===== config.mk =====
export PLATFORM = sky130hd
export DESIGN_NAME = adc_sample_fifo_flat
export DESIGN_NICKNAME = d
export VERILOG_FILES = /design/src/rtl/adc_pkg.sv /design/src/rtl/adc_sample_fifo_if.sv /design/src/rtl/adc_fifo_mem.sv /design/src/rtl/adc_sample_fifo.sv /design/src/flat_wrapper.sv
export SDC_FILE = /design/constraint.sdc
export NUM_CORES = 1
export LEC_CHECK = 0
export CAP_MARGIN = 40
export CORE_MARGIN = 2
export CORE_UTILIZATION = 63
export CTS_BUF_LIST = sky130_fd_sc_hd__clkbuf_4 sky130_fd_sc_hd__clkbuf_8
export CTS_CLUSTER_SIZE = 10
export DETAILED_ROUTE_END_ITERATION = 10
export GPL_ROUTABILITY_DRIVEN = 0
export PLACE_DENSITY = 0.9
export SYNTH_ARGS = -nofsm -noshare
export SYNTH_HDL_FRONTEND = slang
export SYNTH_SLANG_ARGS = --single-unit
export TNS_END_PERCENT = 100

===== constraint.sdc =====
create_clock -name clk -period 4.12 [get_ports clk]
set_clock_uncertainty 0.1 [all_clocks]
set_input_delay 1.03 -clock clk [delete_from_list [all_inputs] [get_ports clk]]
set_output_delay 1.03 -clock clk [all_outputs]
set_load 0.05 [all_outputs]

===== src/rtl/adc_pkg.sv =====
// Shared ADC datapath parameters. The decimator and the sample FIFO both
// take their widths from here, so the two ends of the link always agree.
//
// Contents:
//   ADC_DATA_WIDTH   width of a decimated sample
//   DECIM_OUT_WIDTH  decimator output width (the same value by construction)
//   FIFO_DEPTH_LOG2  default sample FIFO depth, log2
//   fifo_depth()     depth in entries for a given log2 depth
package adc_pkg;

    localparam int ADC_DATA_WIDTH  = 32;
    localparam int DECIM_OUT_WIDTH = ADC_DATA_WIDTH;
    localparam int FIFO_DEPTH_LOG2 = 4;

    function automatic int fifo_depth(input int depth_log2);
        return 1 << depth_log2;
    endfunction

endpackage


===== src/rtl/adc_sample_fifo_if.sv =====
// Bundle of every sample FIFO signal except the clock and the reset.
//
// Modports:
//   master  producer/consumer side. It drives the write strobe, the sample,
//           the pop request, the flush and the threshold, and it observes
//           the read data and the status outputs.
//   slave   FIFO side. The directions are the reverse of master.
interface adc_sample_fifo_if
    import adc_pkg::*;
#(
    parameter int DATA_WIDTH = ADC_DATA_WIDTH,
    parameter int DEPTH_LOG2 = FIFO_DEPTH_LOG2
);
    logic                  sample_valid_in;
    logic [DATA_WIDTH-1:0] sample_in;
    logic                  rd_en_in;
    logic                  clear_in;
    logic [DEPTH_LOG2:0]   thresh_in;
    logic [DATA_WIDTH-1:0] rd_data_out;
    logic                  rd_valid_out;
    logic [DEPTH_LOG2:0]   level_out;
    logic                  empty_out;
    logic                  full_out;
    logic                  overflow_out;
    logic                  underflow_out;
    logic                  irq_out;

    modport master (
        output sample_valid_in, sample_in, rd_en_in, clear_in, thresh_in,
        input  rd_data_out, rd_valid_out, level_out, empty_out, full_out,
               overflow_out, underflow_out, irq_out
    );

    modport slave (
        input  sample_valid_in, sample_in, rd_en_in, clear_in, thresh_in,
        output rd_data_out, rd_valid_out, level_out, empty_out, full_out,
               overflow_out, underflow_out, irq_out
    );

endinterface


===== src/rtl/adc_fifo_mem.sv =====
// Sample storage for the ADC FIFO. It has one write port and one registered
// read port, and it has no reset.
//
// Ports:
//   clk    clock
//   we     write enable; writes wdata to waddr
//   waddr  write address
//   wdata  write data
//   re     read enable; loads rdata from raddr on the next edge
//   raddr  read address
//   rdata  registered read data. It holds its value while re=0.
//
// When a read and a write hit the same address on the same edge, the read
// returns the old contents. That case occurs when the FIFO is full and a push
// and a pop happen together.
module adc_fifo_mem #(
    parameter int DATA_WIDTH = 32,
    parameter int ADDR_WIDTH = 4
) (
    input  logic                  clk,
    input  logic                  we,
    input  logic [ADDR_WIDTH-1:0] waddr,
    input  logic [DATA_WIDTH-1:0] wdata,
    input  logic                  re,
    input  logic [ADDR_WIDTH-1:0] raddr,
    output logic [DATA_WIDTH-1:0] rdata
);

    logic [DATA_WIDTH-1:0] mem [2**ADDR_WIDTH];

    always_ff @(posedge clk) begin
        if (we) begin
            mem[waddr] <= wdata;
        end
        if (re) begin
            rdata <= mem[raddr];
        end
    end

endmodule


===== src/rtl/adc_sample_fifo.sv =====
// Synchronous FIFO that sits between the decimator and the reader. It buffers
// signed samples, reports its fill level, and raises an interrupt when the
// level reaches a threshold.
//
// Ports:
//   clk  sole clock; all logic runs on posedge clk
//   rst  synchronous reset, active high
//   bus  adc_sample_fifo_if.slave, which carries the write strobe and sample,
//        the pop request, the flush, the threshold, the read data with its
//        valid pulse, the level, empty/full, the sticky overflow/underflow
//        flags and irq
//
// The read and write pointers wrap modulo the depth. The level is a separate
// counter, which is how full and empty are told apart. All status outputs
// are registered.
module adc_sample_fifo
    import adc_pkg::*;
#(
    parameter int DATA_WIDTH = ADC_DATA_WIDTH,
    parameter int DEPTH_LOG2 = FIFO_DEPTH_LOG2
) (
    input logic clk,
    input logic rst,
    adc_sample_fifo_if.slave bus
);

    localparam int LW    = DEPTH_LOG2 + 1;
    localparam int DEPTH = fifo_depth(DEPTH_LOG2);

    logic [DEPTH_LOG2-1:0] wptr;
    logic [DEPTH_LOG2-1:0] rptr;
    logic [LW-1:0]         level;
    logic [LW-1:0]         level_nxt;
    logic                  empty_q;
    logic                  full_q;
    logic                  overflow_q;
    logic                  underflow_q;
    logic                  irq_q;
    logic                  rd_valid_q;
    logic                  has_data;
    logic                  pop_ok;
    logic                  push_ok;
    logic                  mem_we;
    logic                  mem_re;
    logic [DATA_WIDTH-1:0] mem_q;

    // A pop on an empty FIFO is rejected even when a push arrives in the same
    // cycle, so data never bypasses the storage. A push into a full FIFO is
    // accepted only when a pop frees a slot in that same cycle.
    assign pop_ok  = bus.rd_en_in && !empty_q;
    assign push_ok = bus.sample_valid_in && (!full_q || pop_ok);

    // A reset or a flush discards any push or pop in the same cycle.
    assign mem_we = push_ok && !bus.clear_in && !rst;
    assign mem_re = pop_ok  && !bus.clear_in && !rst;

    adc_fifo_mem #(
        .DATA_WIDTH(DATA_WIDTH),
        .ADDR_WIDTH(DEPTH_LOG2)
    ) u_mem (
        .clk  (clk),
        .we   (mem_we),
        .waddr(wptr),
        .wdata(bus.sample_in),
        .re   (mem_re),
        .raddr(rptr),
        .rdata(mem_q)
    );

    always_comb begin
        level_nxt = level;
        if (push_ok && !pop_ok) begin
            level_nxt = level + LW'(1);
        end else if (pop_ok && !push_ok) begin
            level_nxt = level - LW'(1);
        end
    end

    always_ff @(posedge clk) begin
        if (rst) begin
            wptr        <= '0;
            rptr        <= '0;
            level       <= '0;
            empty_q     <= 1'b1;
            full_q      <= 1'b0;
            overflow_q  <= 1'b0;
            underflow_q <= 1'b0;
            irq_q       <= 1'b0;
            rd_valid_q  <= 1'b0;
            has_data    <= 1'b0;
        end else if (bus.clear_in) begin
            wptr        <= '0;
            rptr        <= '0;
            level       <= '0;
            empty_q     <= 1'b1;
            full_q      <= 1'b0;
            overflow_q  <= 1'b0;
            underflow_q <= 1'b0;
            irq_q       <= (bus.thresh_in != '0) && (level >= bus.thresh_in);
            rd_valid_q  <= 1'b0;
        end else begin
            if (push_ok) begin
                wptr <= wptr + DEPTH_LOG2'(1);
            end
            if (pop_ok) begin
                rptr     <= rptr + DEPTH_LOG2'(1);
                has_data <= 1'b1;
            end
            level      <= level_nxt;
            empty_q    <= (level_nxt == '0);
            full_q     <= (level_nxt == LW'(DEPTH));
            rd_valid_q <= pop_ok;
            if (bus.sample_valid_in && !push_ok) begin
                overflow_q <= 1'b1;
            end
            if (bus.rd_en_in && empty_q) begin
                underflow_q <= 1'b1;
            end
            // irq follows the registered level, so it trails level_out by one cycle.
            irq_q <= (bus.thresh_in != '0) && (level >= bus.thresh_in);
        end
    end

    // The read register inside the storage has no reset. has_data forces the
    // read data to zero until the first pop after reset.
    assign bus.rd_data_out   = has_data ? mem_q : '0;
    assign bus.rd_valid_out  = rd_valid_q;
    assign bus.level_out     = level;
    assign bus.empty_out     = empty_q;
    assign bus.full_out      = full_q;
    assign bus.overflow_out  = overflow_q;
    assign bus.underflow_out = underflow_q;
    assign bus.irq_out       = irq_q;

endmodule

===== src/flat_wrapper.sv =====
// flat-port wrapper written by rule: the top's interface ports become plain ports
module adc_sample_fifo_flat import adc_pkg::*;
#(
    parameter int DATA_WIDTH = ADC_DATA_WIDTH,
    parameter int DEPTH_LOG2 = FIFO_DEPTH_LOG2
)
  (clk, rst, bus_sample_valid_in, bus_sample_in, bus_rd_en_in, bus_clear_in, bus_thresh_in, bus_rd_data_out, bus_rd_valid_out, bus_level_out, bus_empty_out, bus_full_out, bus_overflow_out, bus_underflow_out, bus_irq_out);
  adc_sample_fifo_if #(.DATA_WIDTH(DATA_WIDTH), .DEPTH_LOG2(DEPTH_LOG2)) bus_i ();
  input logic clk;
  input logic rst;
  input wire logic [$bits(bus_i.sample_valid_in)-1:0] bus_sample_valid_in;
  input wire logic [$bits(bus_i.sample_in)-1:0] bus_sample_in;
  input wire logic [$bits(bus_i.rd_en_in)-1:0] bus_rd_en_in;
  input wire logic [$bits(bus_i.clear_in)-1:0] bus_clear_in;
  input wire logic [$bits(bus_i.thresh_in)-1:0] bus_thresh_in;
  output wire logic [$bits(bus_i.rd_data_out)-1:0] bus_rd_data_out;
  output wire logic [$bits(bus_i.rd_valid_out)-1:0] bus_rd_valid_out;
  output wire logic [$bits(bus_i.level_out)-1:0] bus_level_out;
  output wire logic [$bits(bus_i.empty_out)-1:0] bus_empty_out;
  output wire logic [$bits(bus_i.full_out)-1:0] bus_full_out;
  output wire logic [$bits(bus_i.overflow_out)-1:0] bus_overflow_out;
  output wire logic [$bits(bus_i.underflow_out)-1:0] bus_underflow_out;
  output wire logic [$bits(bus_i.irq_out)-1:0] bus_irq_out;
  assign bus_i.sample_valid_in = bus_sample_valid_in;
  assign bus_i.sample_in = bus_sample_in;
  assign bus_i.rd_en_in = bus_rd_en_in;
  assign bus_i.clear_in = bus_clear_in;
  assign bus_i.thresh_in = bus_thresh_in;
  assign bus_rd_data_out = bus_i.rd_data_out;
  assign bus_rd_valid_out = bus_i.rd_valid_out;
  assign bus_level_out = bus_i.level_out;
  assign bus_empty_out = bus_i.empty_out;
  assign bus_full_out = bus_i.full_out;
  assign bus_overflow_out = bus_i.overflow_out;
  assign bus_underflow_out = bus_i.underflow_out;
  assign bus_irq_out = bus_i.irq_out;
  adc_sample_fifo #(.DATA_WIDTH(DATA_WIDTH), .DEPTH_LOG2(DEPTH_LOG2)) u_core (.clk(clk), .rst(rst), .bus(bus_i));
endmodule

# After elaboration in Yosys (flattened, before gate mapping)

Memory sizes are Yosys's and may differ from the RTL's. A register that Yosys moved wholly into a read port is not among the register bits.
Cells that the tools add are included.

Eq/ne operators: 1
Magnitude comparators: 1
Mux-type cells: 5
Shift operators: 0
Bitwise operators: 1
Multipliers: 0
Div/mod/pow operators: 0
$add $sub $neg: 4
Reductions and logical operators: 22

Operators by type and width:

| cell                                             | number |
|---|---|
| two-way mux 32 bit                               | 1 |
| logical AND 1 bit                                | 11 |
| two-way mux 5 bit                                | 2 |
| adder 4 x 1 -> 4 bit, second input constant      | 2 |
| zero test 1 bit                                  | 6 |
| adder 5 x 1 -> 5 bit, second input constant      | 1 |
| == test 5 bit, second input constant             | 1 |
| greater-or-equal comparator 5 bit                | 1 |
| zero test 5 bit                                  | 1 |
| nonzero test 5 bit                               | 1 |
| subtractor 5 x 1 -> 5 bit, second input constant | 1 |
| two-way mux 1 bit                                | 2 |
| AND reduction 2 bit                              | 1 |
| OR reduction 2 bit                               | 1 |
| logical OR 1 bit                                 | 1 |
| NOT 1 bit                                        | 1 |

Bits in read-only memories: 0
Register bits: 20
Latch bits: 0
Memories kept: 1
Memory bits (writable): 512
Bits of input ports: 42

Memory list:

| memory           | depth | width | rd ports | clocked after Yosys merged registers in | wr ports | RTL line           | RTL |
|---|---|---|---|---|---|---|---|
| u_core.u_mem.mem | 16    | 32    | 1        | 1                                       | 1        | adc_fifo_mem.sv:29 | `logic [DATA_WIDTH-1:0] mem [2**ADDR_WIDTH];` |

# Depth between registers and ports, before layout

Gate-level depths: netlist of the first run.

Word-level depth: 9
Depth in mapped cells: 7

# Hierarchy

From an unflattened synthesis of the first run, not the netlist that was laid out.

Cell total of the unflattened synthesis: 989
Area total of the unflattened synthesis: 21415.5 sq um

Modules (own cells, without submodules):

| module          | area each (sq um) | instances | cells each | sequential area each (sq um) |
|---|---|---|---|---|
| adc_fifo_mem    | 20174.3           | 1         | 838        | 16335.7 |
| adc_sample_fifo | 1241.2            | 1         | 151        | 400.4 |

# Least setup slack after synthesis of the first run

OpenSTA, ideal clock, no wires.

Kind: input to register
Start: input bus_clear_in
End: memory u_core.u_mem.mem[0][0] (enable)
Path buffers: 1
Path slack: 377 ps
Arrival: 3222 ps
Required time: 3599 ps
Stages: 4
Path through: or2_2 -> clkbuf_1 -> or3_1 -> nor2_1

Cells in the longest elaborated chain, start to end: 5

RTL lines:

| what                                    | RTL line              | RTL |
|---|---|---|
| start: declaration                      | flat_wrapper.sv:14    | `input wire logic [$bits(bus_i.clear_in)-1:0] bus_clear_in;` |
| zero test 1 bit                         | adc_sample_fifo.sv:54 | `assign mem_we = push_ok && !bus.clear_in && !rst;` |
| logical AND 1 bit (2 in series)         | adc_sample_fifo.sv:54 |  |
| two-way mux 1 bit                       | adc_fifo_mem.sv:32    | `if (we) begin` |
| two-way mux 1 bit (not written as such) | adc_fifo_mem.sv:33    | `mem[waddr] <= wdata;` |
| end: declaration                        | adc_fifo_mem.sv:29    |  |

No other way between the ends.

# Worst setup path in the final report of the first run

Start: register u_core.has_data
End: output bus_rd_data_out[11]

Cells in the longest elaborated chain, start to end: 1

RTL lines:

| what                     | RTL line               | RTL |
|---|---|---|
| start: declaration       | adc_sample_fifo.sv:40  | `logic has_data;` |
| start signal: assignment | adc_sample_fifo.sv:90  | `has_data <= 1'b0;` |
| start signal: assignment | adc_sample_fifo.sv:107 | `has_data <= 1'b1;` |
| two-way mux 32 bit       | adc_sample_fifo.sv:126 | `assign bus.rd_data_out = has_data ? mem_q : '0;` |
| end: declaration         | flat_wrapper.sv:16     | `output wire logic [$bits(bus_i.rd_data_out)-1:0] bus_rd_data_out;` |

No other way between the ends.

==> results.json, run 1 <==
{
  "root_buffer": "clkbuf_8",
  "finalHoldViolCount": 0,
  "clkPwrFrac": 0.407,
  "ys.flop_type": "edfxtp_1",
  "die_h_um": 188.9,
  "post_drt_wl_per_cell_um": 29.28,
  "tightest_slew_ns": 0.7805,
  "nets": 1139,
  "hold_class": "reg -> reg",
  "power.total_w": 0.01118,
  "vias": 10418,
  "pwr-share-comb": 0.027,
  "path_cells": "buf_4 -> and2_1 -> clkdlybuf4s50_1",
  "slew_headroom": 0.4797,
  "path_class": "reg -> out",
  "top_usage_layer": "met2",
  "drc": 0,
  "power_density_nw_per_um2": 448.4,
  "syn_nets": 974,
  "layout_commonest_cell": "edfxtp_1",
  "startpoint_type": "flip-flop",
  "gr-usage-all-layers": 0.2721,
  "swShare": 0.2034,
  "crit_path_top_delay_cell": "clkdlybuf4s50_1",
  "clkTransAtPathRegs_ns": 0.06,
  "synthAdderAreaFrac": 0.006975,
  "layout_common_cells": "544 x edfxtp_1, 160 x mux4_2, 89 x clkbuf_8",
  "ir_drop_mv": 0.2731,
  "fmax_mhz": 256.0,
  "post_cts_buffers": 0,
  "rows": 67,
  "ctsLongestPathBuffers": 3,
  "critPathArrivalTime_ns": 2.78,
  "io_pins": 85,
  "insertedDiodeCount": 0,
  "instances_no_fill": 1603,
  "ys_seq_elements": 564,
  "cts.repair.resized": 0,
  "synth_xor_area_frac": 0.004069,
  "tns_ns": 0,
  "rsz0062_at_grt": "false",
  "seq_power_share": 0.565,
  "grt_pass1_wl_mm": 69.63,
  "synth_cells": 920,
  "critical_path_buf_inv_count": 2,
  "met2_usage": 0.4648,
  "path_max_fanout": 21,
  "drive_gt1_frac": 0.3074,
  "grt_pass1_vias": 11004,
  "yosys.area_share.simple": 0.02453,
  "p_sw_w": 0.002274,
  "grt-ovfl-total": 0,
  "grt_max_degree": 52,
  "synth_top_family_by_area": "multiplexers",
  "synth_cell_types": 35,
  "synth_top_area_frac": 0.7588,
  "async_flop_share": 0,
  "met1_usage": 0.3611,
  "h-tree-depth": 3,
  "synth.largest_area_cell": "edfxtp_1",
  "yosys_warnings": 0,
  "io_buffers": 84,
  "initial_core_util": 0.6404,
  "hpwl_mm": 28.13,
  "die_area_um2": 35660,
  "critPathRequiredTime_ns": 2.99,
  "core_area_um2": 33620,
  "setup_violations": 0,
  "period_share": 0.9480,
  "cpPeakStageDelay_ns": 0.84,
  "synth-edff-count": 544,
  "drt-vias-per-instance": 6.499,
  "wl_mm": 46.94,
  "chipWidth_um": 188.9,
  "cap_violations": 0,
  "leakagePower_nw": 7.690,
  "cts_tree": "done",
  "synthTopCellsByArea": "edfxtp_1 76%, mux4_2 17%, dfxtp_1 1.9%",
  "hold_buffers": 0,
  "post-place-cells": 1447,
  "clock_latency_ns": 0.62,
  "finalWorstPathRequiredPeriod_ns": 3.906,
  "slew_violations": 0,
  "numCtsBuffers": 84,
  "cts_sinks": 564,
  "syn_area_per_cell_um2": 23.40,
  "synth_compound_area_frac": 0.005522,
  "syn_area_um2": 21530,
  "antenna_found_initial": 2,
  "drtIter0Drc": 1180,
  "critPathCaptureType": "output port",
  "use_met3": 0.05487,
  "outcome": "complete, no violations",
  "ant_nets": 0,
  "seq_area_frac_synth": 0.7774,
  "intPower_w": 0.008904,
  "muxShareOfSynthArea": 0.1679,
  "synthToLayoutAreaGrowth_pct": 15.82,
  "crit_family": "buffers and inverters",
  "dr.pass1.iters": 7
}
## registers in the layout (all words and copies together) (netlist names)
signal and cells:
u_core.wptr 4, u_core.bus.full_out 1, u_core.has_data 1, u_core.u_mem.mem 512, u_core.rptr 4, u_core.bus.irq_out 1, u_core.bus.overflow_out 1, u_core.bus.level_out 5
u_core.bus.rd_valid_out 1, u_core.bus.underflow_out 1, u_core.u_mem.rdata 32, u_core.bus.empty_out 1
## final cells by class
class | count | area, um^2
multi-input combinational | 303 | 4627
sequential | 564 | 16750
tap | 448 | 560.5
inverter | 10 | 37.54
fill | 1655 | 8685
timing repair buffer | 122 | 1251
clock inverter | 43 | 304.0
clock buffer | 113 | 1405
## cell usage after synthesis, types with 3 or more instances
cell type  instances
edfxtp_1         544
mux4_2           160
nor2_1            36
and2_1            35
dfxtp_1           20
clkbuf_1          19
ha_1              12
buf_6             11
nand2_1           11
inv_1             10
buf_2              8
a21oi_1            7
xor2_1             6
buf_1              5
nand2b_1           4
nand3_1            4
xnor2_1            4
nand4_1            3
## per-stage QoR
| stage | area, um^2 | utilization | hold WS [ns] | setup WS, ns |
|---|---|---|---|---|
| after CTS | 24930 | 0.7417 | 0.3782 | 0.1576 |
| after global routing | 24930 | 0.7417 | 0.4119 | 0.1230 |
| after floorplan | 21530 | - | 0.3870 | 0.3770 |
| after detailed placement | 23220 | 0.6908 | 0.3643 | 0.4137 |
| after global placement | 23200 | 0.6902 | 0.3514 | 0.5077 |
| final | 24930 | 0.7417 | 0.3759 | 0.2143 |
## routing by layer
layer,share of wire,wire (um),vias up
li1,-,-,4218
met1,0.36,17110,5499
met2,0.53,24840,611
met3,0.082,3858,86
met4,0.023,1102,4
met5,0.00053,25,-
## power by group through the flow
stage / Combinational [W] / Sequential (W) / Clock [W]
6_report: 0.000306 / 0.00632 / 0.00455
2_1_floorplan: 0.000130 / 0.00644 / 0
3_5_place_dp: 0.000304 / 0.00644 / 0
5_1_grt: 0.000326 / 0.00632 / 0.00482
3_3_place_gp: 0.000286 / 0.00644 / 0
4_1_cts: 0.000307 / 0.00632 / 0.00460
## tightest hold or removal path: cells and delay by family (launching register included)
family           cells  cell delay [ns]
flip-flops           1             0.32
AND/OR/NAND/NOR      1             0.08
AO/OA/AOI/OAI        1             0.04
## path summary, 6_finish.rpt
path | startpoint | to | slack (ns) | depth (start not counted)
worst max-delay path | u_core.has_data | bus_rd_data_out[11] | 0.21 | 3
worst min-delay path | u_core.bus.overflow_out | u_core.bus.overflow_out | 0.38 | 2
worst max register to register | u_core.rptr[0] | u_core.u_mem.rdata[7] | 1.32 | 3
worst min register to register | u_core.bus.overflow_out | u_core.bus.overflow_out | 0.38 | 2
## kinds of logic (layout without fill, tap and decap cells)
group,Yosys count,after routing
AO/OA/AOI/OAI,18,18
XOR/XNOR,10,10
adder cells (fa/ha/maj),12,12
buffers and inverters,53,288
flip-flops,564,564
multiplexers,161,161
AND/OR/NAND/NOR,102,102
Note: power is estimated with default switching activity, not from simulation.
==> run 2: changes to the inputs <==
--- a/config.mk
+++ b/config.mk
@@ -11,7 +11,6 @@
 export CTS_BUF_LIST = sky130_fd_sc_hd__clkbuf_4 sky130_fd_sc_hd__clkbuf_8
 export CTS_CLUSTER_SIZE = 10
 export DETAILED_ROUTE_END_ITERATION = 10
-export GPL_ROUTABILITY_DRIVEN = 0
 export PLACE_DENSITY = 0.9
 export SYNTH_ARGS = -nofsm -noshare
 export SYNTH_HDL_FRONTEND = slang
==> results of run 2 <==
Final layout, timing and power as in run 1 (identical DEF).
